## config.mk

```make
export PLATFORM = sky130hd
export DESIGN_NAME = mem_access_unit
export DESIGN_NICKNAME = d
export VERILOG_FILES = /design/src/rtl/mem_access_unit.sv
export SDC_FILE = /design/constraint.sdc
export NUM_CORES = 1
export LEC_CHECK = 0
export ABC_CLOCK_PERIOD_IN_PS = 6600
export CAP_MARGIN = 10
export CORE_MARGIN = 5
export CORE_UTILIZATION = 60
export DETAILED_ROUTE_END_ITERATION = 16
export DONT_BUFFER_PORTS = 1
export PLACE_DENSITY_LB_ADDON = 0.12
export SKIP_CTS_REPAIR_TIMING = 1
export SLEW_MARGIN = 10
export SYNTH_ARGS = -nofsm -noshare
export SYNTH_HDL_FRONTEND = slang
export SYNTH_SLANG_ARGS = --single-unit
```

## constraint.sdc

```tcl
create_clock -name clk -period 6.6 [get_ports clk]
set_input_delay 0.66 -clock clk [delete_from_list [all_inputs] [get_ports clk]]
set_output_delay 0.66 -clock clk [all_outputs]
set_load 0.05 [all_outputs]
```

## src/rtl/mem_access_unit.sv

```systemverilog
// Memory access unit for the multicycle core: drives a req/ready unified memory,
// holds IR and MDR, extracts load bytes and stalls the decoder until each access retires.
module mem_access_unit #(
  parameter int AW      = 32,
  parameter int DW      = 32,
  parameter int TIMEOUT = 64
) (
  input  logic          clk,
  input  logic          reset,
  input  logic          rd_req,
  input  logic          wr_req,
  input  logic          irwrite,
  input  logic [1:0]    lb,
  input  logic [AW-1:0] addr,
  input  logic [DW-1:0] wdata,
  output logic          stall,
  output logic [DW-1:0] instr,
  output logic [DW-1:0] mdr,
  output logic          err_timeout,
  output logic          err_misalign,
  output logic          mem_req,
  output logic          mem_we,
  output logic [AW-1:0] mem_addr,
  output logic [DW-1:0] mem_wdata,
  input  logic          mem_ready,
  input  logic [DW-1:0] mem_rdata
);

  localparam logic [1:0] S_IDLE = 2'd0;
  localparam logic [1:0] S_WAIT = 2'd1;
  localparam logic [1:0] S_DONE = 2'd2;
  localparam int CW = (TIMEOUT > 2) ? $clog2(TIMEOUT) : 1;

  logic [1:0]    state;
  logic [CW-1:0] cnt;
  logic [1:0]    lb_q;
  logic [1:0]    ofs_q;
  logic          irw_q;
  logic          start;
  logic          misalign;
  logic [7:0]    byte_sel;
  logic [DW-1:0] ext_val;

  // Accept decision, decoder stall and misalignment detection for the incoming request
  always_comb begin
    start    = (state == S_IDLE) && (rd_req || wr_req);
    stall    = start || (state == S_WAIT);
    // writes are always word accesses; loads are word accesses unless lb selects a byte
    misalign = (wr_req || (lb[0] == lb[1])) && (addr[1:0] != 2'b00);
  end

  // Little-endian byte pick and extension of read data according to the latched lb
  always_comb begin
    byte_sel = mem_rdata[{ofs_q, 3'b000} +: 8];
    case (lb_q)
      2'b01:   ext_val = {{(DW-8){1'b0}}, byte_sel};
      2'b10:   ext_val = {{(DW-8){byte_sel[7]}}, byte_sel};
      default: ext_val = mem_rdata;
    endcase
  end

  // Access FSM, memory-side registers, IR/MDR and sticky error flags
  always_ff @(posedge clk or posedge reset) begin
    if (reset) begin
      state        <= S_IDLE;
      cnt          <= '0;
      lb_q         <= 2'b00;
      ofs_q        <= 2'b00;
      irw_q        <= 1'b0;
      mem_req      <= 1'b0;
      mem_we       <= 1'b0;
      mem_addr     <= '0;
      mem_wdata    <= '0;
      instr        <= '0;
      mdr          <= '0;
      err_timeout  <= 1'b0;
      err_misalign <= 1'b0;
    end else begin
      case (state)
        S_IDLE: begin
          if (start) begin
            mem_req   <= 1'b1;
            mem_we    <= wr_req;
            mem_addr  <= {addr[AW-1:2], 2'b00};
            mem_wdata <= wdata;
            lb_q      <= lb;
            ofs_q     <= addr[1:0];
            irw_q     <= irwrite;
            cnt       <= '0;
            if (misalign) begin
              err_misalign <= 1'b1;
            end
            state     <= S_WAIT;
          end
        end
        S_WAIT: begin
          if (mem_ready) begin
            mem_req <= 1'b0;
            mem_we  <= 1'b0;
            if (!mem_we) begin
              if (irw_q) begin
                instr <= mem_rdata;
              end else begin
                mdr <= ext_val;
              end
            end
            state <= S_DONE;
          end else if (cnt == CW'(TIMEOUT - 1)) begin
            mem_req     <= 1'b0;
            mem_we      <= 1'b0;
            err_timeout <= 1'b1;
            state       <= S_DONE;
          end else begin
            cnt <= cnt + CW'(1);
          end
        end
        S_DONE: begin
          state <= S_IDLE;
        end
        default: begin
          state <= S_IDLE;
        end
      endcase
    end
  end

endmodule

```

==> metrics.md <==
| Metric | Value |
|---|---|
| Port bufs | `0` |
| HP Class | `primary input to async pin` |
| Htree depth | `4` |
| Global-route wire length before repair | `about 23 mm` |
| CTS tree | `built` |
| Dominant synthesized flop cell | `dfrtp_1` |
| Fin area | `around 6700 µm²` |
| Antenna cell count | `0` |
| Worst Path Buf+Inv | `0` |
| Final Hold Vio Count | `0` |
| Slowest cell on crit path | `dfrtp_1` |
| Ratio of cells with drive above 1 in the final layout | `between 30% and 40%` |
| Period utilization | `about two fifths` |
| Worst r2r dst | `mdr[16]` |
| TritonCTS Sinks | `between 100 and 150` |
| GR Overflow Total | `0` |
| Commonest non-fill, non-tap cell in the layout | `dfrtp_1` |
| Initial DRC Count | `about 230` |
| Top Ports | `around 240` |
| Fillcell total | `between 700 and 800` |
| CTS max path bufs | `2` |
| Cell mode on critical path | `or2_1` |
| Max-slew violation count | `0` |
| Start of the worst register-to-register path | `mem_we` |
| Yosys reg bits | `about 140` |
| Rel. slew slack | `approximately a fifth` |
| CP cell instances | `or2_1 > or2_1 > nand2_1` |
| GPL Wtd Cong | `slightly below 0.8` |
| Status | `complete, no violations` |
| Antenna violations before repair | `0` |
| Req. time, crit path | `5.94 ns` |
| Root Driver | `clkbuf_8` |
| Vias in the first global route | `just under 4000` |
| Final Net Count | `537` |
| Yosys warnings | `0` |
| DRT Wirelength | `14.4 mm` |
| CP delay by family, top | `simple AND/OR/NAND/NOR gates` |
| R2r setup slk | `roughly 4.0 ns` |
| Residual DRC | `0` |
| Final HPWL DP | `about 10 mm` |
| Largest net degree at the start of global routing | `80` |
| Number of flops mapped to enable cells by yosys | `0` |
| Starting Density | `60.4%` |
| Crit-path max cell delay | `just over 0.4 ns` |
| Die X | `about 110 µm` |
| Mapped Area | `between 6000 and 7000 µm²` |
| Slew @ Worst Pin | `approximately 1.2 ns` |
| Register-to-Register Path Depth | `4` |
| Placed standard-cell area | `between 6000 and 7000 µm²` |
| Async set or reset register ratio after synthesis | `100%` |
| Most frequent cells in the layout | `dfrtp_1, mux2_2, a21oi_1` |
| Area delta synth->final | `9.45%` |
| CP Max Fanout | `8` |
| Critical path class | `flip-flop to output pin` |
| Worst clock skew | `0.00963 ns` |
| Chip Height | `around 110 µm` |
| Crit end category | `output pin` |
| Count of cell types in the netlist | `47` |
| Remaining antenna violation count | `0` |
| Via count | `roughly 3600` |
| Post-route setup TNS | `0 ns` |
| Maxcap violations | `0` |
| Drt wl/cell | `24.9 µm` |
| Core Region | `~10000 µm²` |
| DR pass1 iterations | `4` |
| Post-route minimum period | `2.77 ns` |
| Via-to-Cell Ratio | `6.20` |
| Inserted Clock Buffers | `17` |
| Cells after synthesis | `442` |
| Critical Path AT | `between 2 and 2.5 ns` |
| Worst setup SP type | `flip-flop` |
| Syn avg cell area | `between 10 and 15 µm²` |
| Site Rows | `37` |
| Worst skew pair latency | `between 0.5 and 0.6 ns` |
| Total GRT Usage | `between 20% and 30%` |
| RSZ-0062 raised after global routing | `no` |
| Die Area | `around 12000 µm²` |
| Setup-failing EPs final | `0` |
| FMAX | `361 MHz` |
| CTS clk-pin slew, worst paths | `approximately 0.07 ns` |
| Sequential share of the synthesized area | `between 50 and 60%` |
==> worst max-delay path by stage <==
| stage | start | end | slack (ns) | depth (start not counted) |
|---|---|---|---|---|
| 6_report | state[0] | stall | 3.83 | 3 |
| 5_1_grt | state[1] | stall | 3.75 | 3 |
| 4_1_cts | state[0] | stall | 3.81 | 3 |
| 3_5_place_dp | mem_we | mdr[27] | 4.03 | 4 |
| 3_3_place_gp | mem_we | mdr[24] | 4.09 | 4 |
| 2_1_floorplan | reset | cnt[0] | 2.10 | 1 |
==> flip-flops by register name (all words and copies together) (netlist names), 2 cells and up <==
register and flops:
ofs_q 2, mem_wdata 32, instr 32, mdr 32, state 2, mem_addr 30, cnt 6, lb_q 2
==> Yosys cell counts, types with 5 or more instances <==
cell / n / area, µm²
inv_1: 9 / 33.8
mux2_2: 80 / 901
mux4_2: 8 / 180
buf_6: 5 / 56.3
a21oi_1: 41 / 205
nand2_1: 29 / 109
clkbuf_1: 10 / 37.5
a22oi_1: 8 / 60.1
buf_4: 7 / 52.6
buf_2: 6 / 30.0
mux2i_1: 5 / 50.1
a31oi_1: 24 / 150
dfrtp_1: 143 / 3580
mux2_4: 19 / 285
==> metrics by stage <==
stage	setup slack (ns)	hold slack (ns)	utilization, %	cells
after CTS	3.81	0.119	66.1	579
after global placement	4.09	0.478	59.7	547
after detailed placement	4.03	0.493	59.7	547
after floorplan	2.10	0.454	-	443
after global routing	3.75	0.167	66.1	579
final	3.83	0.117	66.1	579
==> kinds of logic after synthesis <==
| group | Yosys count | share of synthesized area (%) |
|---|---|---|
| compound gates | 89 | 8.72 |
| xor+xnor | 1 | 0.142 |
| mux | 112 | 23.0 |
| other cells | 1 | 0.0609 |
| simple gates | 50 | 4.45 |
| buf+inv | 43 | 4.86 |
| flops | 143 | 58.1 |
| fa+ha+maj | 3 | 0.610 |
==> metal layers <==
layer | track usage (%) | vias up | part of all wire [%]
met1 | 28.4 | 1812 | 36
li1 | - | 1562 | -
met2 | 37.0 | 206 | 50
met4 | 7.38 | 0 | 1.4
met3 | 13.4 | 12 | 13
met5 | 0 | - | 0
==> worst register-to-register path, stage by stage, from the launching register on <==
cell      delay (ns)
dfrtp_1         0.58
and4bb_1        0.37
buf_4           0.34
and2_1          0.94
a31oi_1         0.18
==> layout make-up <==
class | count | area (µm²) | area share (%)
Tap cell | 136 | 170 | 2.53
Timing Repair Buffer | 2 | 15.0 | 0.223
Multi-Input combinational cell | 257 | 2280 | 33.9
Clock buffer | 18 | 428 | 6.35
Sequential cell | 143 | 3580 | 53.1
Inverter | 9 | 38.8 | 0.576
Clock inverter | 14 | 225 | 3.34
Power is not shown: default switching activity piles up to over one toggle a cycle in this logic, so the estimate is an artifact.
